File: config.mk
export PLATFORM = sky130hd
export DESIGN_NAME = mealy_link_sched
export DESIGN_NICKNAME = d
export VERILOG_FILES = /design/src/rtl/mealy_link_sched.sv
export SDC_FILE = /design/constraint.sdc
export NUM_CORES = 1
export LEC_CHECK = 0
export CELL_PAD_IN_SITES_DETAIL_PLACEMENT = 2
export CELL_PAD_IN_SITES_GLOBAL_PLACEMENT = 2
export CORE_ASPECT_RATIO = 0.75
export CORE_MARGIN = 2
export CORE_UTILIZATION = 26
export CTS_CLUSTER_SIZE = 24
export DETAILED_ROUTE_END_ITERATION = 10
export PLACE_DENSITY = 0.88
export SYNTH_ARGS = -nofsm -noshare
export SYNTH_HDL_FRONTEND = slang
export SYNTH_SLANG_ARGS = --single-unit
File: constraint.sdc
create_clock -name C -period 1.8 [get_ports C]
set_input_delay 0.18 -clock C [delete_from_list [all_inputs] [get_ports C]]
set_output_delay 0.18 -clock C [all_outputs]
set_load 0.02 [all_outputs]
File: src/rtl/mealy_link_sched.sv
// Purpose: round-robin arbiter that serializes one requester's W-bit word onto a shared S/D decoder link and returns the decoder's Y.
// Latency: 1 cycle from grant decision to first S bit; W+3 cycles minimum IDLE-to-IDLE; R wait bounded by TMO cycles.
// Backpressure: requests wait while the link is busy or the decoder reports non-idle (DecQ != 0); losers stay pending.
//
// Ports:
//   C, aR              clock (rising edge) and synchronous active-high reset
//   Req, Word          per-requester request level and flattened W-bit words (requester i at [i*W +: W])
//   Gnt, Done          one-hot grant (SHIFT through DONE) and one-cycle completion pulse
//   Result, Err        captured Y (held until next capture) and timeout flag (valid with Done)
//   SOut, DOut         serial strobe and MSB-first data to the decoder
//   RIn, YIn, DecQ     decoder R pulse, Y output and state (0 = idle)
//   DecClr             decoder reset request; Busy high whenever not IDLE
module mealy_link_sched #(
    parameter int NREQ = 4,
    parameter int W    = 4,
    parameter int TMO  = 8
) (
    input  logic              C,
    input  logic              aR,
    input  logic [NREQ-1:0]   Req,
    input  logic [NREQ*W-1:0] Word,
    output logic [NREQ-1:0]   Gnt,
    output logic [NREQ-1:0]   Done,
    output logic              Result,
    output logic              Err,
    output logic              SOut,
    output logic              DOut,
    input  logic              RIn,
    input  logic              YIn,
    input  logic [1:0]        DecQ,
    output logic              DecClr,
    output logic              Busy
);

    localparam int PW = $clog2(NREQ);
    localparam int CW = (W > 1) ? $clog2(W) : 1;

    typedef enum logic [2:0] {
        IDLE,
        SHIFT,
        TERM,
        WAIT,
        DONE
    } state_t;

    state_t          state;
    logic [PW-1:0]   ptr;
    logic [PW-1:0]   gIdx;
    logic [W-1:0]    shreg;
    logic [CW-1:0]   cnt;
    logic [7:0]      tmo;
    logic            decClrQ;

    logic            winFound;
    logic [PW-1:0]   winIdx;
    logic [PW-1:0]   candIdx;
    logic [W-1:0]    words [NREQ];

    always_comb begin
        for (int i = 0; i < NREQ; i++) begin
            words[i] = Word[i*W +: W];
        end
    end

    // Rotating priority: the search begins just after the last completed winner,
    // so ptr only moves on a finished transaction (aborts do not consume a turn).
    always_comb begin
        winFound = 1'b0;
        winIdx   = '0;
        candIdx  = '0;
        for (int k = 1; k <= NREQ; k++) begin
            candIdx = PW'((int'(ptr) + k) % NREQ);
            if (!winFound && Req[candIdx]) begin
                winFound = 1'b1;
                winIdx   = candIdx;
            end
        end
    end

    // The shift register drains to zero after W shifts; gating with SOut keeps
    // D quiet outside SHIFT regardless.
    assign DOut = SOut & shreg[W-1];

    // Decoder clear covers every cycle reset is asserted (combinational term)
    // plus one registered cycle after release or after a timeout.
    assign DecClr = aR | decClrQ;

    always_ff @(posedge C) begin
        if (aR) begin
            state   <= IDLE;
            ptr     <= PW'(NREQ - 1);
            gIdx    <= '0;
            shreg   <= '0;
            cnt     <= '0;
            tmo     <= '0;
            Gnt     <= '0;
            Done    <= '0;
            Result  <= 1'b0;
            Err     <= 1'b0;
            SOut    <= 1'b0;
            Busy    <= 1'b0;
            decClrQ <= 1'b1;
        end else begin
            decClrQ <= 1'b0;
            Done    <= '0;
            case (state)
                IDLE: begin
                    if (winFound && DecQ == 2'd0) begin
                        state <= SHIFT;
                        gIdx  <= winIdx;
                        Gnt   <= NREQ'(1) << winIdx;
                        shreg <= words[winIdx];
                        cnt   <= '0;
                        SOut  <= 1'b1;
                        Busy  <= 1'b1;
                    end
                end
                SHIFT: begin
                    shreg <= shreg << 1;
                    cnt   <= cnt + 1'b1;
                    if (cnt == CW'(W - 1)) begin
                        state <= TERM;
                        SOut  <= 1'b0;
                    end
                end
                TERM: begin
                    if (RIn) begin
                        Result <= YIn;
                        Err    <= 1'b0;
                        Done   <= Gnt;
                        state  <= DONE;
                    end else begin
                        tmo   <= '0;
                        state <= WAIT;
                    end
                end
                WAIT: begin
                    // A late R on the timeout cycle still counts as success.
                    if (RIn) begin
                        Result <= YIn;
                        Err    <= 1'b0;
                        Done   <= Gnt;
                        state  <= DONE;
                    end else if (tmo == 8'(TMO - 1)) begin
                        Result  <= 1'b0;
                        Err     <= 1'b1;
                        Done    <= Gnt;
                        decClrQ <= 1'b1;
                        state   <= DONE;
                    end else begin
                        tmo <= tmo + 8'd1;
                    end
                end
                DONE: begin
                    ptr   <= gIdx;
                    Gnt   <= '0;
                    Err   <= 1'b0;
                    Busy  <= 1'b0;
                    state <= IDLE;
                end
                default: begin
                    state <= IDLE;
                    Gnt   <= '0;
                    SOut  <= 1'b0;
                    Busy  <= 1'b0;
                end
            endcase
        end
    end

endmodule

==> results.json <==
{
  "outcome": "finished clean",
  "final_cell_mix": "clkdlybuf4s50_1, dfxtp_1, nor2_1",
  "synth_top_area_share": 0.4137,
  "maxSlewViolCount": 0,
  "die_w_um": 95.86,
  "avgViaCountPerCell": 4.885,
  "finish.net_count": 277,
  "fillers": 705,
  "synth_nets": 220,
  "dr.first_iter.drc_count": 46,
  "rows": 25,
  "initial_core_util": 0.2643,
  "synthDistinctLibCells": 46,
  "antenna_left": 0,
  "seq_area_frac_synth": 0.4137,
  "grt_pass1_wl_mm": 8.914,
  "finClkSkew_ps": 4.833,
  "coreArea_mm2": 0.006225,
  "area_delta_synth_final_pct": 43.35,
  "grt_pass1_vias": 1755,
  "antenna_found_initial": 0,
  "clk_latency_ps": 290,
  "setup_tns_ps": 0,
  "dp_hpwl_mm": 4.214,
  "htreeDepth": 2,
  "synthArstFlopShare": 0,
  "fmax_mhz": 566.8,
  "postCtsHoldBufs": 0,
  "die_h_um": 72.89,
  "synth_flop_cell": "dfxtp_1",
  "power_switching_share": 0.2546,
  "tightest_slew_ps": 460.9,
  "setup_viol": 0,
  "cts_root_buf": "clkbuf_8",
  "port_buffers": 39,
  "antenna_cells": 0,
  "end_kind": "register",
  "avgSynthCellArea_um2": 8.569,
  "synth_cells": 192,
  "grt_max_degree": 17,
  "dieArea_mm2": 0.006987,
  "vias": 1617,
  "synthTopCellsByArea": "dfxtp_1, nor2_1, a21oi_1",
  "clkSinkCount": 34,
  "post_cts.repair.setup_buffers": 0,
  "cts_buffer_depth": 2,
  "synth_seq_cells": 34,
  "final_common_cell": "clkdlybuf4s50_1",
  "io_pins": 40,
  "required_ps": 1970,
  "cellPowerDensity_mw_per_mm2": 692.0,
  "clk_pin_slew_ps": 70,
  "yosysWarnings": 0,
  "dp_cells": 323,
  "numCtsBuffers": 5,
  "path_class": "in2reg",
  "grt_util_all_layers": 0.1699,
  "fin_crit_ps": 1764,
  "p_leak_nw": 0.8960,
  "irDropWorstVdd_uv": 229.3,
  "cts_tree": "done",
  "wl_per_cell_um": 16.35,
  "p_seq_frac": 0.484,
  "p_switching_w": 0.0004156,
  "slew_headroom": 0.6899,
  "rsz0062_at_grt": "false",
  "max_cap_viol_count": 0,
  "final_area_mm2": 0.002359,
  "drc": 0,
  "yosysTopAreaCell": "dfxtp_1",
  "overflow": 0,
  "synth-edff-count": 0,
  "dr.pass1.iters": 4,
  "combPwrFrac": 0.152,
  "netlist_area_mm2": 0.001645,
  "fin_crit_sh": 0.9802,
  "post_dp_cell_area_mm2": 0.002233,
  "start_kind": "input pin",
  "gp_congestion": 0.7772,
  "arrival_ps": 1940,
  "crit_fanout": 4,
  "intPower_w": 0.001216,
  "p_clk_frac": 0.363,
  "hold_class": "reg2reg",
  "drt-total-wl_mm": 5.413,
  "final_cells": 331,
  "layout-drive-gt1-share": 0.1920,
  "timing_hold_violations_final": 0
}
==> final timing paths <==
check / startpoint / end / slack, ps / cells after the start
worst min register to register: Gnt[2]$_SDFFE_PP0P_ / Gnt[2]$_SDFFE_PP0P_ / 470 / 2
worst min-delay path: Gnt[2]$_SDFFE_PP0P_ / Gnt[2]$_SDFFE_PP0P_ / 470 / 2
worst max register to register: ptr[0]$_SDFFE_PP1N_ / shreg[0]$_SDFFE_PP0P_ / 130 / 5
worst max-delay path: Req[2] / shreg[0]$_SDFFE_PP0P_ / 40 / 7
==> through the flow <==
| step | utilization | setup WS (ps) | hold slack (ps) | total power [W] |
|---|---|---|---|---|
| after detailed placement | 0.3588 | -604.1 | 463.2 | 0.001050 |
| after global placement | 0.3588 | -458.9 | 455.8 | 0.001038 |
| final | 0.3789 | 35.62 | 471.5 | 0.001632 |
| after CTS | 0.3771 | 5.330 | 473.6 | 0.001650 |
| after global routing | 0.3789 | 7.235 | 527.9 | 0.001712 |
| after floorplan | - | 49.56 | 281.8 | 0.0009124 |
==> critical path, stage by stage <==
cell and delay, ps:
clkdlybuf4s50_1 450, buf_4 160, or4_4 450, and3_4 210, nand2b_4 70, nor2_1 80, a221o_1 330
==> kinds of logic (layout without fill, tap and decap cells) <==
family | after synthesis | count (layout) | synth area share
and+or+nand+nor | 87 | 87 | 0.2814
AOI/OAI and AO/OA | 45 | 45 | 0.1734
DFF | 34 | 34 | 0.4137
buffers and inverters | 10 | 68 | 0.03041
muxes | 9 | 9 | 0.05931
xor gates and xnor gates | 5 | 5 | 0.02662
adders and majority gates | 2 | 2 | 0.01521
==> power groups by stage <==
stage / Sequential (W) / Combinational [W] / Clock, W
after floorplan: 0.000810 / 0.000102 / 0
after global placement: 0.000806 / 0.000232 / 0
after detailed placement: 0.000808 / 0.000243 / 0
after CTS: 0.000791 / 0.000249 / 0.000610
after global routing: 0.000793 / 0.000271 / 0.000649
final: 0.000791 / 0.000248 / 0.000593
==> registers in the layout, indices dropped and copies added, names as in the netlist <==
signal and cells:
decClrQ 1, Done 4, cnt 2, Busy 1, gIdx 2, ptr 2, tmo 8, state 3
SOut 1, Err 1, Gnt 4, Result 1, shreg 4
==> synth_stat cells (2+ instances only) <==
master,number
a21oi_1,15
mux2i_1,3
o21ai_0,10
xor2_1,2
nand2_1,16
a21o_1,3
ha_1,2
nor2b_1,4
a221o_1,3
or2_2,4
dfxtp_1,34
a211oi_1,3
nand3b_1,3
and2_1,6
and3_1,6
nor3b_1,2
mux2_2,6
a211o_1,2
inv_1,3
nor2_1,26
o22ai_1,2
clkbuf_1,4
nand4_1,2
nand3_1,6
nand2b_1,2
xnor2_1,3
==> cell type report <==
class | count | area, um2 | area share
Clock buffer | 7 | 86.33 | 0.03660
Clock inverter | 1 | 5.005 | 0.002122
Inverter | 3 | 11.26 | 0.004775
Multi-Input combinational cell | 148 | 945.9 | 0.4011
Sequential cell | 34 | 681.9 | 0.2891
Tap cell | 81 | 101.3 | 0.04297
Timing Repair Buffer | 57 | 526.8 | 0.2233
==> routing by layer <==
| layer | wire length (um) | GRT usage | vias to the layer above | part of all wire |
|---|---|---|---|---|
| met5 | 0 | 0 | - | 0 |
| li1 | - | - | 789 | - |
| met3 | 221 | 0.05062 | 4 | 0.041 |
| met1 | 2493 | 0.2181 | 794 | 0.46 |
| met4 | 43 | 0.04286 | 0 | 0.0079 |
| met2 | 2655 | 0.2805 | 30 | 0.49 |
==> timing repair <==
item | CTS | global route
endpoints found under the setup margin | 4 | 8
gates resized for setup | 6 | 4
hold endpoints to repair | 0 | 0
pin swaps | 0 | 2
Power figures use the tool's default switching activity.
==> variant 1, RTL diff (same settings) <==
The parameter `W` goes from 4 to 8.
--- a/src/rtl/mealy_link_sched.sv
+++ b/src/rtl/mealy_link_sched.sv
@@ -13,5 +13,5 @@
 module mealy_link_sched #(
     parameter int NREQ = 4,
-    parameter int W    = 4,
+    parameter int W    = 8,
     parameter int TMO  = 8
 ) (
Ports: changed (resized Word); port bits go from 40 to 56. No check against the original RTL was run, so the function may have changed too.
==> variant 1 against the unedited design <==
The flow now finishes with violations (negative setup slack); sequential cell count rose by 5; sequential share of layout area fell by 5.5 points; total power rose by 30%; final area rose by 43%; worst setup slack got worse by 200 ps; area after synthesis rose by 25%; routed wire length rose by 73%; critical path type is now reg -> reg; largest cell class unchanged; highest routed layer unchanged.
==> variant 1: results (changes against the unedited design) <==
metric,value,unit,change
status,"finished, violations left",,
violations,negative setup slack,,
syn-instance-count,227,,+18%
crit_arrival,2150,ps,+210 ps
setup_ws,-162,ps,-197 ps
place_congestion,0.786,,+1.1%
synth_cell_types,51,,+11%
setup_violations,18,,+18
worst-slew-pin-transition,409,ps,-51.9 ps
drive_above_1_share,30.1,%,+11 points
grtUsageTotal,20.8,%,+3.8 points
r2r_cells,7,,+2
worstHoldStart,gIdx[1],,
placedCellCount,414,,+28%
p_leak,1.24,nW,+39%
nets,366,,+32%
muxShareOfSynthArea,8.74,%,+2.8 points
grt_pass1_wl,13500,microns,+52%
start_kind,flip-flop,,
hpwl,6050,microns,+44%
fin_cells,427,,+29%
cp-endpoint,tmo[4],,
skew,11.0,ps,+6.21 ps
synth_compound_area_share,20.0,%,+2.6 points
r2r_setup_slack,-160,ps,-290 ps
grt_max_degree,21,,+4
syn_nets,272,,+24%
clk_latency,310,ps,+20 ps
cts_root_buf,clkbuf_8,,
cp_max_fo,5,,+1
r2r-start,state[1],,
peakVddDrop,0.000290,V,+26%
yosys-top-cells-area,"dfxtp_1 38%, mux2i_1 8.7%, o221ai_2 5.1%",,
drt-initial-drc-count,62,,+35%
clkTransAtPathRegs,80,ps,
yosysSeqAreaShare,37.9,%,-3.5 points
synth_fa_ha_area_share,1.82,%,+0.30 points
synth-warning-count,0,,unchanged
grt_pass1_vias,2430,,+38%
max_cap_viol_count,0,,unchanged
reg_top3,"shreg x8, tmo x8",,
pre_cts_ws,-372,ps,+232 ps
whs_endpoint,gIdx[1],,
synth-xor-area-share,2.55,%,-0.11 points
io_buffers,55,,+41%
clockBufferDepth,2,,unchanged
drtPass1Iterations,4,,unchanged
postRouteWirelength,9340,microns,+73%
synth_common_cells,"39 x dfxtp_1, 24 x nor2_1, 18 x mux2i_1, 14 x nand2_1, 12 x nand3_1",,
num_vias,2232,,+38%
-- variant 1: cell types whose count changed in the layout (fill, tap and decap cells not counted), moves of 5 or more --
cell / before / now
a21oi_1: 15 / 9
o21ai_0: 10 / 1
nor3_1: 1 / 6
buf_6: 0 / 7
clkdlybuf4s50_1: 37 / 55
buf_4: 18 / 36
mux2_2: 6 / 0
mux2i_1: 3 / 16
a21o_1: 3 / 8
o221ai_2: 0 / 8
-- variant 1: critical path, stage by stage, from the launching register on --
cell and delay [ps]:
dfxtp_2 360, buf_6 110, buf_6 120, or3b_4 410, a41oi_4 280, nand4_1 180
xor2_1 280, nor2_1 100
-- variant 1: routing by layer --
layer / up-vias / GRT usage (%) / wire length (microns)
met2: 77 / 39.6 / 4990
met1: 1114 / 23.4 / 3750
li1: 1018 / - / -
met4: 0 / 8.44 / 264
met5: - / 0 / 0
met3: 23 / 3.21 / 338
-- variant 1: through the flow --
step | TNS (ps) | area (sq um) | hold WS [ps]
after floorplan | -746 | 2070 | 262
after detailed placement | -7410 | 3010 | 465
final | -1180 | 3370 | 478
after global routing | -2430 | 3370 | 513
after global placement | -4820 | 3010 | 452
after CTS | -913 | 3220 | 470
-- variant 1: final cells by class --
cell class                 count  area [sq um]
clock inverter                 2          35.0
timing repair buffer         100           940
multi-input combinational    172          1380
tap                          105           131
clock buffer                   6          82.6
sequential                    39           787
fill                         829          4410
inverter                       3          11.3
-- variant 1: what timing repair did --
item,4_1_cts,5_1_grt
endpoints found under the setup margin,27,30
buffers inserted,2,5
gates resized for setup,17,28
endpoints found under the hold margin,0,0
pin swaps,5,21
hold buffers,0,0
-- variant 1: power by group --
part	internal (mW)	switching, mW	total [mW]
Sequential	0.888	0.0190	0.907
Clock	0.449	0.350	0.800
Combinational	0.215	0.197	0.412
==> variant 2, RTL diff (same settings) <==
Made on the original files. Put one more register stage on the output `Err`. The value now appears one clock later. The other outputs are not delayed to match.
--- a/src/rtl/mealy_link_sched.sv
+++ b/src/rtl/mealy_link_sched.sv
@@ -43,4 +43,6 @@
         DONE
     } state_t;
+
+    logic Err_s0;
 
     state_t          state;
@@ -97,5 +99,5 @@
             Done    <= '0;
             Result  <= 1'b0;
-            Err     <= 1'b0;
+            Err_s0  <= 1'b0;
             SOut    <= 1'b0;
             Busy    <= 1'b0;
@@ -127,5 +129,5 @@
                     if (RIn) begin
                         Result <= YIn;
-                        Err    <= 1'b0;
+                        Err_s0 <= 1'b0;
                         Done   <= Gnt;
                         state  <= DONE;
@@ -139,10 +141,10 @@
                     if (RIn) begin
                         Result <= YIn;
-                        Err    <= 1'b0;
+                        Err_s0 <= 1'b0;
                         Done   <= Gnt;
                         state  <= DONE;
                     end else if (tmo == 8'(TMO - 1)) begin
                         Result  <= 1'b0;
-                        Err     <= 1'b1;
+                        Err_s0  <= 1'b1;
                         Done    <= Gnt;
                         decClrQ <= 1'b1;
@@ -155,5 +157,5 @@
                     ptr   <= gIdx;
                     Gnt   <= '0;
-                    Err   <= 1'b0;
+                    Err_s0 <= 1'b0;
                     Busy  <= 1'b0;
                     state <= IDLE;
@@ -169,4 +171,8 @@
     end
 
+    always_ff @(posedge C) begin
+        Err <= Err_s0;
+    end
+
 endmodule
 
Check against the original RTL: same outputs for any inputs over 10 cycles, from zero or initial values; that may be too few to reach the edited logic, so the function may still have changed.
==> variant 2 against the unedited design <==
Sequential cell count up 1; routed wire length up 2.0%; synthesized cell count down 4.2%; worst hold slack worse by 110 ps; sequential power up 3.2%; area after synthesis up 1.3%; via count down 2.0%; worst setup slack worse by 20 ps; clock power down 2%; count of clock-buffer cells in the layout down 1; final area up 1.5%; core utilization up 0.37 points; total power up 2.4%; largest cell class unchanged.
==> variant 2: results (changes against the unedited design) <==
metric,value,unit,change
cts_root_buf,clkbuf_8,,
final_hold_viol_count,0,,unchanged
r2r_cells,5,,unchanged
r2r_setup_slack,30,ps,-100 ps
yosys.area.top_type_share,42.0,%,+0.67 points
worst-slew-pin-transition,422,ps,-38.9 ps
nets,273,,-1.4%
skew,6.08,ps,+1.25 ps
reg2reg_to,shreg[3],,
cp_top_family,compound AO/OA/AOI/OAI gates,,
cts_max_level,2,,unchanged
yosysSeqAreaShare,42.0,%,+0.67 points
clkTransAtPathRegs,70,ps,about the same
placed_cell_area,0.00228,sq mm,+2.1%
internal-power,1.25,mW,+2.4%
syn_nets,212,,-3.6%
min_path_type,reg -> reg,,
synth_cell_types,49,,+6.5%
slowest_delay,420,ps,-30 ps
grtUsageTotal,17.2,%,+0.18 points
grt_pass1_vias,1761,,+0.34%
place_congestion,0.772,,-0.71%
top_register,tmo,,
cp_max_fo,7,,+3
crit_start,Req[3],,
grt_max_degree,23,,+6
clockBufferDepth,2,,unchanged
antenna_found_initial,0,,unchanged
drive_above_1_share,21.6,%,+2.4 points
r2r-start,ptr[0],,
peakVddDrop,0.000238,V,+3.7%
largest_reg_flops,8,,unchanged
hold_path_depth,0,,-2
drt-initial-drc-count,59,,+28%
yosys-top-cells-area,"dfxtp_1 42%, nor2_1 5.2%, a21oi_1 4.2%",,
hpwl,4180,microns,-0.70%
path_class,in -> reg,,
postRouteWirelength,5520,microns,+2.0%
synth_common_cells,"35 x dfxtp_1, 23 x nor2_1, 17 x nand2_1, 14 x a21oi_1, 9 x nand3_1",,
grt_pass1_wl,9110,microns,+2.2%
drtPass1Iterations,4,,unchanged
crit_arrival,1950,ps,
synth-warning-count,0,,unchanged
async_reset_ff_share,0,%,unchanged
p_leak,0.918,nW,+2.4%
clk_latency,290,ps,about the same
post-cts-setup-buffers,0,,unchanged
post_drt_via_cell_ratio,4.86,,-0.48%
status,"complete, no violations",,
worst_path_max_delay_cell,clkdlybuf4s50_1,,
synth-main-ff-cell,dfxtp_1,,
==> variant 2: changes by cell type after synthesis, moves of 3 or more <==
cell / unedited run / this run
nand2b_1: 2 / 6
xor2_1: 2 / 5
mux2_2: 6 / 2
nor2_1: 26 / 23
nand3b_1: 3 / 0
and3_1: 6 / 2
o21ai_0: 10 / 2
nand3_1: 6 / 9
==> variant 2: how the worst min path moves through the flow <==
stage	startpoint	endpoint	slack, ps
finish	Err_s0	Err	360
global route	Err_s0	Err	370
CTS	Err_s0	Err	360
detailed placement	Err_s0	Err	350
global placement	Err_s0	Err	340
floorplan	aR	state[2]	260
==> variant 2: power groups by stage <==
stage          Combinational (mW)  Clock (mW)  Sequential [mW]
3_3_place_gp                0.257           0            0.829
3_5_place_dp                0.268           0            0.832
2_1_floorplan               0.120           0            0.833
5_1_grt                     0.296       0.637            0.818
6_report                    0.272       0.583            0.816
4_1_cts                     0.272       0.605            0.815
==> variant 2: repair_timing <==
action / CTS / global route
pin swaps: 2 / 1
setup endpoints to repair: 2 / 6
gates resized for setup: 3 / 5
==> variant 2: cell families after synthesis <==
kind of cell | after synthesis | synth area share (%)
adders and majority gates | 2 | 1.50
AOI/OAI and AO/OA | 35 | 16.1
and+or+nand+nor | 88 | 28.3
muxes | 9 | 6.31
xor gates and xnor gates | 6 | 3.15
buffers and inverters | 9 | 2.55
DFF | 35 | 42.0
==> variant 2: final cells by class <==
class | count | area [sq um]
inverters | 4 | 15.0
flip-flops and latches | 35 | 702
well taps | 81 | 101
clock buffers | 6 | 82.6
clock inverters | 1 | 5.00
fillers | 696 | 3860
multi-input cells | 140 | 948
repair buffers | 59 | 539
==> variant 2: metrics by stage <==
| step | hold WS [ps] | utilization (%) | cells | setup slack [ps] | power, mW |
|---|---|---|---|---|---|
| global placement | 345 | 36.5 | 319 | -221 | 1.09 |
| finish | 358 | 38.3 | 326 | 16.1 | 1.67 |
| detailed placement | 349 | 36.5 | 319 | -317 | 1.10 |
| CTS | 361 | 37.9 | 326 | 4.93 | 1.69 |
| floorplan | 263 | - | 184 | 95.6 | 0.953 |
| global route | 370 | 38.3 | 326 | -59.9 | 1.75 |
==> variant 2: per-layer routing <==
metal	track usage, %	part of all wire [%]
met1	20.9	45
met3	3.08	3.0
met2	30.6	51
met5	0	0
met4	5.63	1.5
